## config.mk

```make
export PLATFORM = sky130hd
export DESIGN_NAME = param_sync_fifo
export DESIGN_NICKNAME = d
export VERILOG_FILES = /design/src/rtl/fifo_pkg.sv /design/src/rtl/fifo_mem.sv /design/src/rtl/param_sync_fifo.sv
export SDC_FILE = /design/constraint.sdc
export NUM_CORES = 1
export LEC_CHECK = 0
export CORE_UTILIZATION = 50
export CTS_CLUSTER_DIAMETER = 200
export DETAILED_ROUTE_END_ITERATION = 8
export PLACE_DENSITY = 0.75
export RECOVER_POWER = 50
export SYNTH_ARGS = -nofsm -noshare
export SYNTH_HDL_FRONTEND = slang
export SYNTH_SLANG_ARGS = --single-unit
```

## constraint.sdc

```tcl
create_clock -name Clk -period 5.8 [get_ports Clk]
set_input_delay 0.58 -clock Clk [delete_from_list [all_inputs] [get_ports Clk]]
set_output_delay 0.58 -clock Clk [all_outputs]
set_load 0.02 [all_outputs]
```

## src/rtl/fifo_pkg.sv

```systemverilog
// Shared helpers and types for the parametrised synchronous FIFO.
// Width helpers, the status bundle and the parameter legality check.
package fifo_pkg;

    function automatic int ptr_w(input int depth);
        return (depth > 1) ? $clog2(depth) : 1;
    endfunction

    // COUNT needs one extra bit so that a completely full FIFO (DEPTH) is representable.
    function automatic int cnt_w(input int depth);
        return $clog2(depth) + 1;
    endfunction

    function automatic bit params_ok(input int depth, input int af_level, input int ae_level);
        return (depth >= 2) && ((depth & (depth - 1)) == 0) &&
               (af_level >= 0) && (af_level <= depth) &&
               (ae_level >= 0) && (ae_level < depth);
    endfunction

    typedef struct packed {
        logic empty;
        logic full;
        logic almost_empty;
        logic almost_full;
    } fifo_status_t;

endpackage

```

## src/rtl/fifo_mem.sv

```systemverilog
// DEPTH x WIDTH register array: one synchronous write port, one registered
// read port. A read and a write to the same slot return the old word.
module fifo_mem
    import fifo_pkg::*;
#(
    parameter int WIDTH = 32,
    parameter int DEPTH = 8
) (
    input  logic                      clk,
    input  logic                      rst_n,
    input  logic                      wr_en,
    input  logic [ptr_w(DEPTH)-1:0]   wr_addr,
    input  logic [WIDTH-1:0]          wr_data,
    input  logic                      rd_en,
    input  logic [ptr_w(DEPTH)-1:0]   rd_addr,
    output logic [WIDTH-1:0]          rd_data
);

    logic [WIDTH-1:0] mem_q [DEPTH];
    logic [WIDTH-1:0] rd_data_d;
    logic [WIDTH-1:0] rd_data_q;

    // NOTE: the storage array has no reset; only the read register does, so the array maps onto plain flops or RAM.
    always_ff @(posedge clk) begin
        if (wr_en) begin
            mem_q[wr_addr] <= wr_data;
        end
    end

    // NOTE: default assignment first so every path drives rd_data_d and no latch is inferred.
    always_comb begin
        rd_data_d = rd_data_q;
        if (rd_en) begin
            rd_data_d = mem_q[rd_addr];
        end
    end

    // NOTE: non-blocking assignments in clocked blocks; the old word is read before the same-edge write lands.
    always_ff @(posedge clk or negedge rst_n) begin
        if (!rst_n) begin
            rd_data_q <= '0;
        end else begin
            rd_data_q <= rd_data_d;
        end
    end

    assign rd_data = rd_data_q;

endmodule

```

## src/rtl/param_sync_fifo.sv

```systemverilog
// Parametrised single-clock FIFO with registered read data, occupancy-decoded
// status flags and sticky overflow/underflow reporting.
module param_sync_fifo
    import fifo_pkg::*;
#(
    parameter int WIDTH    = 32,
    parameter int DEPTH    = 8,
    parameter int AF_LEVEL = DEPTH - 1,
    parameter int AE_LEVEL = 1
) (
    input  logic                   Clk,
    input  logic                   Rst_n,
    input  logic                   EN,
    input  logic                   CLR,
    input  logic                   WR,
    input  logic [WIDTH-1:0]       dataIn,
    input  logic                   RD,
    output logic [WIDTH-1:0]       dataOut,
    output logic                   VALID,
    output logic [$clog2(DEPTH):0] COUNT,
    output logic                   EMPTY,
    output logic                   FULL,
    output logic                   ALMOST_EMPTY,
    output logic                   ALMOST_FULL,
    output logic                   OVF,
    output logic                   UDF
);

    localparam int PW = ptr_w(DEPTH);
    localparam int CW = cnt_w(DEPTH);
    localparam logic [CW-1:0] FULL_C = CW'(DEPTH);
    localparam logic [CW-1:0] AF_C   = CW'(AF_LEVEL);
    localparam logic [CW-1:0] AE_C   = CW'(AE_LEVEL);

    if (!params_ok(DEPTH, AF_LEVEL, AE_LEVEL)) begin : g_param_check
        $error("param_sync_fifo: DEPTH must be a power of two >= 2, AF_LEVEL <= DEPTH, AE_LEVEL < DEPTH");
    end

    logic [PW-1:0] wr_ptr_d, wr_ptr_q;
    logic [PW-1:0] rd_ptr_d, rd_ptr_q;
    logic [CW-1:0] count_d,  count_q;
    logic          valid_d,  valid_q;
    logic          ovf_d,    ovf_q;
    logic          udf_d,    udf_q;

    logic          clr;
    logic          rd_ok;
    logic          wr_ok;
    fifo_status_t  status;

    always_comb begin
        status.empty        = (count_q == '0);
        status.full         = (count_q == FULL_C);
        status.almost_empty = (count_q <= AE_C);
        status.almost_full  = (count_q >= AF_C);
    end

    // A full FIFO still takes a write when a read frees the head slot in the same cycle.
    assign clr   = EN & CLR;
    assign rd_ok = EN & RD & ~status.empty;
    assign wr_ok = EN & WR & (~status.full | rd_ok);

    always_comb begin
        wr_ptr_d = wr_ptr_q;
        rd_ptr_d = rd_ptr_q;
        count_d  = count_q;
        valid_d  = valid_q;
        ovf_d    = ovf_q;
        udf_d    = udf_q;

        if (clr) begin
            wr_ptr_d = '0;
            rd_ptr_d = '0;
            count_d  = '0;
            valid_d  = 1'b0;
            ovf_d    = 1'b0;
            udf_d    = 1'b0;
        end else if (EN) begin
            valid_d = rd_ok;
            ovf_d   = ovf_q | (WR & status.full & ~rd_ok);
            udf_d   = udf_q | (RD & status.empty);
            if (wr_ok) begin
                wr_ptr_d = wr_ptr_q + PW'(1);
            end
            if (rd_ok) begin
                rd_ptr_d = rd_ptr_q + PW'(1);
            end
            case ({wr_ok, rd_ok})
                2'b10:   count_d = count_q + CW'(1);
                2'b01:   count_d = count_q - CW'(1);
                default: count_d = count_q;
            endcase
        end
    end

    always_ff @(posedge Clk or negedge Rst_n) begin
        if (!Rst_n) begin
            wr_ptr_q <= '0;
            rd_ptr_q <= '0;
            count_q  <= '0;
            valid_q  <= 1'b0;
            ovf_q    <= 1'b0;
            udf_q    <= 1'b0;
        end else begin
            wr_ptr_q <= wr_ptr_d;
            rd_ptr_q <= rd_ptr_d;
            count_q  <= count_d;
            valid_q  <= valid_d;
            ovf_q    <= ovf_d;
            udf_q    <= udf_d;
        end
    end

    // A flush must leave dataOut untouched, so neither memory port fires during CLR.
    fifo_mem #(
        .WIDTH (WIDTH),
        .DEPTH (DEPTH)
    ) u_mem (
        .clk     (Clk),
        .rst_n   (Rst_n),
        .wr_en   (wr_ok & ~clr),
        .wr_addr (wr_ptr_q),
        .wr_data (dataIn),
        .rd_en   (rd_ok & ~clr),
        .rd_addr (rd_ptr_q),
        .rd_data (dataOut)
    );

    assign VALID        = valid_q;
    assign COUNT        = count_q;
    assign EMPTY        = status.empty;
    assign FULL         = status.full;
    assign ALMOST_EMPTY = status.almost_empty;
    assign ALMOST_FULL  = status.almost_full;
    assign OVF          = ovf_q;
    assign UDF          = udf_q;

endmodule

```

==> summary.txt, run 1 <==
Outcome
  • Outcome: finished with violations
  • Failing checks: max-capacitance violations, max-slew violations

Clocking
  • Post-CTS setup-driven buffer insertion count: 0
  • Clock Root Buffer: clkbuf_16
  • TritonCTS clock tree: done
  • Number of clock sinks seen by CTS: between 300 and 400
  • H-tree depth: 1
  • Clock latency on the worst-skew pair: between 500 and 600 ps
  • Post-CTS Hold Fix Bufs: 0
  • Clock buffer count from CTS: 31
  • Clock Pin Slew Worst Setup and Hold Paths: approximately 60 ps
  • # resized after CTS: 0
  • Buffer levels on the longest clock path: 3

Global routing
  • GRT overflow: 0
  • Initial antenna violation count: 1
  • Met2 capacity usage during global routing: 32.1%
  • Tot GR Track Use: 18.7%
  • Busiest metal layer after global routing: met2
  • Number of global-route vias before repair: between 6000 and 7000
  • Grt met1 use: between 20 and 25%
  • Wire length of the first global-routing pass: 33900 um
  • Met3 capacity usage during global routing: 3.22%
  • Largest net degree at the start of global routing: between 40 and 50

Die
  • Vertical extent of the die: 155 um
  • Chip width: 155 um
  • Total die area: 23900 um2
  • Top-Level Pins: 81
  • Starting density of the core: 51.3%
  • Cell row count: between 50 and 60
  • Placeable Area: ~23000 um2

Power
  • Share of total power in sequential cells: 45.0%
  • Power after layout: 6.25 mW
  • Clock network fraction of total power: roughly a third
  • Leakage power: about 4.5 nW
  • Switching power: between 1.5 and 2 mW
  • Switching share of power: between 20% and 30%
  • Comb power frac: 23.2%
  • Cell-internal power: ~4.5 mW
  • Peak supply drop: a little under 300 uV
  • Pwr Density: approximately 450 nW/um2

Setup path
  • Register-to-register setup slack: just under 3000 ps
  • Crit Path Category: flop to primary output
  • Reg2Reg Depth: 7
  • Highest cell delay on the worst timing path: 850 ps
  • Worst Setup End Kind: primary output
  • List of cells traversed by the critical path: inv_1 -> ha_1 -> nor3b_1 -> clkdlybuf4s50_1
  • Endpoint arrival time on the critical path: between 3000 and 4000 ps
  • Category of the worst setup path launch point: flop
  • Worst reg2reg endpoint: u_mem.rd_data[8]$_DFFE_PN0P_
  • Required time of the worst setup path: 5220 ps
  • Reg2Reg Launch Point: COUNT[0]$_DFFE_PN0P_
  • Slowest stage cell on the critical path: nor3b_1
  • Biggest fanout along the worst timing path: 8

Timing
  • Final critical path time including I/O delays and setup: 3620 ps
  • Final Hold Slack: approximately 490 ps
  • Number of pins exceeding their max-slew limit in the final report: 46
  • Peak clock frequency supported by timing: 0.276 GHz
  • Final Hold Violating Endpoints: 0
  • Unrepaired setup endpoints after global routing: no
  • Endpoints failing setup: 0
  • Transition time at the pin with the least slew margin: 2720 ps
  • Relative slew slack: -81.0%
  • Setup TNS after final layout: 0 ps
  • Final period utilization: 62.4%
  • Worst clock skew on the final layout: 9.89 ps

Yosys
  • Post-synthesis cell count: roughly 580
  • Leading post-synthesis cells by cell area: edfxtp_1 (66%), mux4_2 (12%), dfrtp_1 (9.7%)
  • Share of flip-flops with an asynchronous set or reset after synthesis: 15.0%
  • Register bit total from synthesis: 301
  • Top cell type by total area after synthesis: edfxtp_1
  • Distinct cells, synth: 43
  • Number of warnings printed during yosys synthesis: 0
  • Avg Cell Area, Syn: 20.0 um2
  • Combined area of all synthesized cells: approximately 12000 um2
  • Synth Flop Type: edfxtp_1
  • Most used standard cells in the synthesized netlist: edfxtp_1 (256), mux4_2 (64), dfrtp_1 (45), nor2_1 (43)
  • Proportion of synthesized chip area in sequential cells: 75.7%
  • Number of synthesized flops with an enable pin: 256
  • Most frequent cell after synthesis: edfxtp_1
  • Post-Synthesis Net Count: approximately 630
  • Area fraction of the dominant cell type after synthesis: 66.0%

Finish
  • Growth of design area from synthesis to finish: 18.3%
  • Final design area excluding fillers: 13800 um2
  • Net count, final: approximately 700
  • Number of filler instances in the final layout: 1580
  • Antenna cells: 0
  • Share of cells above drive strength 1: 19.4%

Hold path
  • Cell depth of the worst hold path: 1
  • Hold Crit Class: flop to flop
  • Worst min-delay path endpoint: VALID$_DFFE_PN0P_
  • Hold path startpoint: VALID$_DFFE_PN0P_

Placement
  • Count of buffers from port buffering: 80
  • Routability Congestion: around 0.82
  • Final HPWL DP: 12300 um
  • Post-place instance area: 12800 um2

Drt
  • Initial drt markers: 393
  • Post-detailed-route count of antenna-violating nets: 0
  • Total Routed Length: around 21000 um
  • Detailed Routing Iterations Pass 1: 5
  • Number of vias per cell after detailed routing: 5.74
  • # DRC: 0
  • Average wire per cell in the routed design: 21.5 um
  • Via count of the routed design: 5662

Job
  • Number of maximum-capacitance constraint violations: 1
[metal layers]
metal | vias to the layer above | wire length, um
met5 | - | 13
met4 | 2 | 420
met3 | 37 | 1280
met2 | 180 | 10900
met1 | 2917 | 8580
li1 | 2526 | -
[metrics by stage]
stage	std cells	util (%)	setup slack, ps
2_1_floorplan	583	-	670
3_3_place_gp	928	56.2	2750
3_5_place_dp	928	56.2	2680
4_1_cts	986	60.8	2710
5_1_grt	986	60.7	2030
6_report	986	60.7	2180
[cell families (layout without fill, tap and decap cells)]
group	after synthesis	after routing	synth area share, %
DFF	301	301	75.7
muxes	98	98	15.3
and+or+nand+nor	86	86	3.74
AOI/OAI and AO/OA	49	49	2.45
buffers and inverters	38	156	1.84
adders and majority gates	6	6	0.644
xor gates and xnor gates	5	5	0.376
[flip-flops by register name, summed over array words and instances, names as in the netlist]
register       count
COUNT              4
OVF                1
UDF                1
VALID              1
rd_ptr_q           3
u_mem.mem_q      256
u_mem.rd_data     32
wr_ptr_q           3
[area by class of cell]
| class | instances | area (um2) | area share (%) |
|---|---|---|---|
| sequential | 301 | 8820 | 64.0 |
| clock inverter | 17 | 213 | 1.54 |
| timing repair buffer | 92 | 878 | 6.37 |
| clock buffer | 41 | 833 | 6.05 |
| inverter | 6 | 22.5 | 0.163 |
| tap | 285 | 357 | 2.59 |
| multi-input combinational | 244 | 2660 | 19.3 |
[cells in the final DEF (no fill, tap or decap), types with 10 or more instances in the layout]
master,count
dfrtp_1,42
dlygate4sd3_1,44
mux4_2,64
nor2_1,41
buf_4,10
clkbuf_1,10
edfxtp_1,256
mux2i_1,34
clkbuf_16,31
clkdlybuf4s50_1,35
a21oi_1,34
[power by group through the flow]
stage	Sequential, mW	Clock (mW)	Combinational, mW
6_report	2.81	1.99	1.45
5_1_grt	2.86	2.11	1.56
4_1_cts	2.83	2.02	1.50
3_5_place_dp	2.88	0	1.49
3_3_place_gp	2.86	0	1.46
2_1_floorplan	2.84	0	0.989
[how the worst max path moves through the flow]
stage                                     from                           to  slack (ps)  cells past startpoint
after global routing      COUNT[0]$_DFFE_PN0P_                        EMPTY        2030                      4
after floorplan           COUNT[0]$_DFFE_PN0P_  u_mem.mem_q[0][0]$_DFFE_PP_         670                      5
final                     COUNT[0]$_DFFE_PN0P_                        EMPTY        2180                      4
after detailed placement                    RD  u_mem.mem_q[6][2]$_DFFE_PP_        2680                      4
after global placement                      RD  u_mem.mem_q[6][3]$_DFFE_PP_        2750                      4
after CTS                 COUNT[0]$_DFFE_PN0P_                        EMPTY        2710                      4
[critical path, delay by kind of cell, from the launching register on]
family | cells | cell delay, ps
buffers and inverters | 2 | 920
AND/OR/NAND/NOR | 1 | 850
flip-flops | 1 | 480
adder cells (fa/ha/maj) | 1 | 230
Note: power is estimated with default switching activity, not from simulation.
==> inputs of run 2 (changes only) <==
Clock period 5.8 ns to 3.4 ns, I/O delays scaled along.
==> run 2 against run 1 <==
Compared with the run above:
- the flow now finishes without violations
- worst hold slack improved by 3.5 ps
- register-to-register slack got worse by 2200 ps
- clock power rose by 75%
- flip-flop and latch count did not move
- critical path depth did not move
- sequential power rose by 67%
- first-iteration DRC count rose by 12%
- global-route usage rose by 0.96 points
- non-clock buffer count rose by 11
- sequential share of layout area fell by 0.93 points
- critical endpoint unchanged
- largest power group unchanged
- highest routed layer unchanged
==> summary.txt, run 2 (same netlist as run 1, synthesis figures left out) <==
Outcome
  • Outcome: completed

Drt
  • Detailed Routing Iterations Pass 1: 5 (unchanged)
  • Via count of the routed design: 5764 (+1.8%)
  • # DRC: 0 (unchanged)
  • Average wire per cell in the routed design: 22.6 um (+5.0%)
  • Total Routed Length: 22500 um (+6.0%)
  • Post-detailed-route count of antenna-violating nets: 0 (unchanged)
  • Initial drt markers: 441 (+12%)
  • Number of vias per cell after detailed routing: 5.79 (+0.88%)

Clocking
  • Clock Root Buffer: clkbuf_16
  • TritonCTS clock tree: done
  • Clock buffer count from CTS: 30 (-3.2%)
  • # resized after CTS: 0 (unchanged)
  • Post-CTS setup-driven buffer insertion count: 0 (unchanged)
  • Buffer levels on the longest clock path: 3 (unchanged)
  • H-tree depth: 1 (unchanged)
  • Clock Pin Slew Worst Setup and Hold Paths: 60 ps (about the same)
  • Number of clock sinks seen by CTS: 301 (unchanged)
  • Clock latency on the worst-skew pair: 550 ps (about the same)

Global routing
  • Wire length of the first global-routing pass: 35400 um (+4.2%)
  • Initial antenna violation count: 1 (unchanged)
  • Tot GR Track Use: 19.6% (+0.96 points)
  • Number of global-route vias before repair: 6124 (+1.4%)
  • GRT overflow: 0 (unchanged)
  • Largest net degree at the start of global routing: 41 (-13%)

Timing
  • Worst clock skew on the final layout: 21.8 ps (+11.9 ps)
  • Transition time at the pin with the least slew margin: 1430 ps (-1290 ps)
  • Unrepaired setup endpoints after global routing: no
  • Final period utilization: 82.2%
  • Peak clock frequency supported by timing: 0.358 GHz
  • Final Hold Slack: 498 ps (+3.46 ps)
  • Final critical-path setup slack: 605 ps (-1580 ps)
  • Endpoints failing setup: 0 (unchanged)
  • Relative slew slack: 4.65% (+86 points)
  • Setup TNS after final layout: 0 ps (unchanged)
  • Number of pins exceeding their max-slew limit in the final report: 0 (-100%)
  • Final critical path time including I/O delays and setup: 2790 ps
  • Final Hold Violating Endpoints: 0 (unchanged)

Placement
  • Count of buffers from port buffering: 80 (unchanged)
  • Pre-CTS setup slack: 623 ps (-2050 ps)
  • Routability Congestion: 0.809 (-1.3%)
  • Final HPWL DP: 13700 um (+11%)
  • Post-place instance area: 12900 um2 (+1.1%)

Die
  • Vertical extent of the die: 155 um (unchanged)
  • Top-Level Pins: 81 (unchanged)
  • Total die area: 23900 um2 (unchanged)
  • Placeable Area: 22700 um2 (unchanged)
  • Starting density of the core: 51.3% (unchanged)
  • Cell row count: 55 (unchanged)
  • Chip width: 155 um (unchanged)

Power
  • Leakage power: 4.56 nW (+2.2%)
  • Pwr Density: 776 nW/um2 (+71%)
  • Peak supply drop: 421 uV (+43%)

Finish
  • Top register by number of flip-flops: u_mem.mem_q
  • Final design area excluding fillers: 14000 um2 (+1.5%)
  • Most common cell after layout, fill and taps aside: edfxtp_1
  • Share of the core filled with cells: 61.6% (+0.89 points)
  • Growth of design area from synthesis to finish: 20.1%
  • Share of cells above drive strength 1: 20.8% (+1.4 points)
  • Net count, final: 730 (+1.4%)
  • Commonest non-fill, non-tap cells in the layout: edfxtp_1 (256), mux4_2 (64), dlygate4sd3_1 (51), dfrtp_1 (42), nor2_1 (41)
  • Antenna cells: 0 (unchanged)
  • Flip-flop count of the largest register, all copies and words added: 256 (unchanged)

Setup path
  • Endpoint arrival time on the critical path: 2450 ps (-590 ps)
  • CP Launch Point: COUNT[0]$_DFFE_PN0P_
  • Reg2Reg Launch Point: COUNT[0]$_DFFE_PN0P_
  • Biggest fanout along the worst timing path: 8 (unchanged)
  • Slowest stage cell on the critical path: clkdlybuf4s50_1
  • Worst Setup End Kind: primary output
  • Highest cell delay on the worst timing path: 680 ps (-170 ps)
  • Reg2Reg Depth: 6 (-1)
  • Category of the worst setup path launch point: flop
  • Crit Path Category: flop to primary output
  • Register-to-register setup slack: 750 ps (-2160 ps)
  • List of cells traversed by the critical path: inv_1 -> ha_1 -> nor3b_4 -> clkdlybuf4s50_1
  • Worst reg2reg endpoint: u_mem.mem_q[7][24]$_DFFE_PP_
  • Required time of the worst setup path: 3060 ps (-2160 ps)

Hold path
  • Worst min-delay path endpoint: OVF$_DFFE_PN0P_
  • Cell depth of the worst hold path: 1 (unchanged)
  • Hold Crit Class: flop to flop
  • Hold path startpoint: OVF$_DFFE_PN0P_

Job
  • Number of maximum-capacitance constraint violations: 0 (-1)
## run 2: worst max path at each step
stage / slack [ps] / endpoint
floorplan: -580 / u_mem.mem_q[3][0]$_DFFE_PP_
global placement: 700 / u_mem.mem_q[6][12]$_DFFE_PP_
detailed placement: 620 / u_mem.mem_q[6][12]$_DFFE_PP_
CTS: 610 / EMPTY
global route: 510 / EMPTY
finish: 610 / EMPTY
## run 2: per-layer routing
| layer | GRT usage, % | up-vias | wire [um] |
|---|---|---|---|
| li1 | - | 2575 | - |
| met1 | 27.1 | 2983 | 9580 |
| met2 | 33.1 | 171 | 11400 |
| met3 | 3.08 | 33 | 1140 |
| met4 | 4.86 | 2 | 408 |
| met5 | 0 | - | 13 |
## run 2: critical path: cells and delay by family, from the launching register on
family                     cells  cell delay (ps)
DFF                            1              460
buffers and inverters          2              820
and+or+nand+nor                1              390
adders and majority gates      1              230
## run 2: cell type report
class	instances	area, um2
well taps	285	357
flip-flops and latches	301	8820
inverters	6	22.5
multi-input cells	244	2710
clock buffers	43	881
fillers	1581	8720
repair buffers	103	1000
clock inverters	13	193
## run 2: timing repair
item,in CTS,in global routing
endpoints found under the hold margin,20,0
hold buffers,1,0
setup endpoints to repair,0,0
## run 2: through the flow
stage          std cells  power, mW
2_1_floorplan        583       6.54
3_3_place_gp         938       7.44
3_5_place_dp         938       7.53
4_1_cts              995       11.0
5_1_grt              995       11.3
6_report             995       10.9
## run 2: report_power, final
part,total [mW],internal (mW),switching (mW)
sequential,4.70,4.34,0.364
clock,3.48,2.17,1.31
combinational,2.67,1.35,1.32
==> inputs of run 3 (changes only) <==
Settings changed: PLACE_DENSITY 0.75 to 0.78.
Clock period 3.4 ns to 2.4 ns, I/O delays scaled along.
==> run 3 against run 2 <==
Compared with the run above:
- final cell count is 0.40% lower
- cell area is 0.51% lower
- first-iteration DRC count is 7.7% higher
- global-route usage is 0.53 points lower
- utilization is 0.31 points lower
- largest cell class unchanged
- clock power is 13% higher
- wire length is 2.9% lower
- total power is 34% higher
- sequential share of layout area is 0.34 points higher
- clock skew is 8.6 ps lower
- combinational power is 52% higher
==> summary.txt, run 3 (same netlist as run 1, synthesis figures left out) <==
Drt
  • # DRC: 0 (unchanged)
  • Average wire per cell in the routed design: 22.0 um (-2.5%)
  • Post-detailed-route count of antenna-violating nets: 0 (unchanged)
  • Number of vias per cell after detailed routing: 5.83 (+0.60%)
  • Initial drt markers: 475 (+7.7%)
  • Total Routed Length: 21800 um (-2.9%)
  • Via count of the routed design: 5775 (+0.19%)
  • Detailed Routing Iterations Pass 1: 5 (unchanged)

Clocking
  • Clock latency on the worst-skew pair: 550 ps (about the same)
  • H-tree depth: 1 (unchanged)
  • Buffer levels on the longest clock path: 3 (unchanged)
  • Clock Root Buffer: clkbuf_16
  • Clock buffer count from CTS: 28 (-6.7%)
  • Post-CTS setup-driven buffer insertion count: 0 (unchanged)
  • Clock Pin Slew Worst Setup and Hold Paths: 70 ps (about the same)
  • Number of clock sinks seen by CTS: 301 (unchanged)
  • TritonCTS clock tree: done

Finish
  • Most common cell after layout, fill and taps aside: edfxtp_1
  • Share of cells above drive strength 1: 19.7% (-1.1 points)
  • Number of filler instances in the final layout: 1566 (-0.95%)
  • Final Non-Filler Cells: 991 (-0.40%)
  • Flip-flop count of the largest register, all copies and words added: 256 (unchanged)
  • Growth of design area from synthesis to finish: 19.4%
  • Net count, final: 728 (-0.27%)
  • Top register by number of flip-flops: u_mem.mem_q
  • Commonest non-fill, non-tap cells in the layout: edfxtp_1 (256), mux4_2 (64), dlygate4sd3_1 (45), nor2_1 (41), dfrtp_1 (40)

Setup path
  • Register-to-register setup slack: 400 ps (-350 ps)
  • Buf/Inv on CP: 2 (unchanged)
  • Worst Setup End Kind: primary output
  • Required time of the worst setup path: 2160 ps (-900 ps)
  • Slowest stage cell on the critical path: clkdlybuf4s50_1
  • Cell class contributing the biggest share of worst-path delay: buffers and inverters
  • Crit Path Category: flop to primary output
  • Highest cell delay on the worst timing path: 610 ps (-70 ps)
  • Biggest fanout along the worst timing path: 8 (unchanged)
  • Category of the worst setup path launch point: flop
  • List of cells traversed by the critical path: inv_2 -> ha_4 -> nand2b_1 -> nor2_1 -> clkdlybuf4s50_1
  • Endpoint arrival time on the critical path: 2070 ps (-380 ps)

Power
  • Cell-internal power: 10.4 mW (+32%)
  • Clock network fraction of total power: 27.0% (-5.0 points)
  • Comb power frac: 27.8% (+3.2 points)
  • Pwr Density: 1050 nW/um2 (+35%)
  • Switching power: 4.20 mW (+40%)
  • Share of total power in sequential cells: 45.1% (+1.8 points)
  • Peak supply drop: 670 uV (+59%)
  • Leakage power: 4.47 nW (-2.0%)
  • Switching share of power: 28.8% (+1.2 points)

Global routing
  • GRT overflow: 0 (unchanged)
  • Initial antenna violation count: 1 (unchanged)
  • Tot GR Track Use: 19.1% (-0.53 points)
  • Wire length of the first global-routing pass: 34500 um (-2.4%)
  • Largest net degree at the start of global routing: 50 (+22%)
  • Number of global-route vias before repair: 6101 (-0.38%)

Timing
  • Relative slew slack: 6.10% (+1.5 points)
  • Number of pins exceeding their max-slew limit in the final report: 0 (unchanged)
  • Final period utilization: 96.2%
  • Transition time at the pin with the least slew margin: 1410 ps (-21.8 ps)
  • Final Hold Violating Endpoints: 0 (unchanged)
  • Final critical-path setup slack: 92.1 ps (-513 ps)
  • Final critical path time including I/O delays and setup: about 2300 ps
  • Peak clock frequency supported by timing: 0.433 GHz
  • Worst clock skew on the final layout: 13.2 ps (-8.59 ps)
  • Endpoints failing setup: 0 (unchanged)
  • Unrepaired setup endpoints after global routing: no

Die
  • Total die area: 23900 um2 (unchanged)
  • Starting density of the core: 51.3% (unchanged)
  • Vertical extent of the die: 155 um (unchanged)
  • Placeable Area: 22700 um2 (unchanged)
  • Cell row count: 55 (unchanged)
  • Chip width: 155 um (unchanged)
  • Top-Level Pins: 81 (unchanged)

Placement
  • Placed Cells: 938 (unchanged)
  • Routability Congestion: 0.753 (-7.0%)
  • Pre-CTS setup slack: 170 ps (-453 ps)
  • Final HPWL DP: 13200 um (-3.1%)
  • Count of buffers from port buffering: 80 (unchanged)

Job
  • Number of maximum-capacitance constraint violations: 0 (unchanged)

Outcome
  • Outcome: completed

Hold path
  • Hold Crit Class: flop to flop
-- run 3: area by class of cell --
class                      instances  area [um2]  area share [%]
sequential                       301        8820            63.4
multi-input combinational        244        2750            19.8
timing repair buffer             103        1140            8.17
clock buffer                      41         749            5.39
tap                              285         357            2.56
clock inverter                    10        72.6           0.522
inverter                           6        22.5           0.162
antenna                            1        2.50          0.0180
-- run 3: worst paths after layout --
path | startpoint | depth (start not counted) | to
max | COUNT[0]$_DFFE_PN0P_ | 5 | FULL
min | VALID$_DFFE_PN0P_ | 1 | VALID$_DFFE_PN0P_
max reg2reg | COUNT[0]$_DFFE_PN0P_ | 6 | u_mem.mem_q[0][26]$_DFFE_PP_
min reg2reg | VALID$_DFFE_PN0P_ | 1 | VALID$_DFFE_PN0P_
max in group asynchronous | Rst_n | 3 | u_mem.rd_data[18]$_DFFE_PN0P_
min in group asynchronous | Rst_n | 2 | COUNT[3]$_DFFE_PN0P_
-- run 3: per-stage QoR --
stage	total power, mW	hold slack (ps)	setup TNS (ps)	instance area (um2)	util (%)
6_report	14.6	490	0	13900	61.3
5_1_grt	15.2	509	0	13900	61.3
4_1_cts	14.8	238	0	13900	61.3
3_5_place_dp	10.8	283	0	13100	57.7
3_3_place_gp	10.7	271	0	13100	57.7
2_1_floorplan	9.34	-55.6	-24810	11800	-
-- run 3: what timing repair did --
action,4_1_cts,5_1_grt
endpoints found under the setup margin,2,0
resized for setup,2,0
endpoints found under the hold margin,20,0
hold buffers,1,0
-- run 3: power by group through the flow --
stage,clock network (mW),registers (mW),logic (mW)
final,3.94,6.58,4.06
after detailed placement,0,6.69,4.13
after global routing,4.22,6.64,4.35
after global placement,0,6.65,4.03
after CTS,4.03,6.59,4.16
after floorplan,0,6.86,2.47
-- run 3: metal layers --
metal	vias to the layer above	part of all wire, %	global-route usage (%)
met5	-	0	0
met3	28	4.7	3.03
met2	188	53	33.5
met4	0	2.2	6.41
met1	3005	40	24.4
li1	2554	-	-
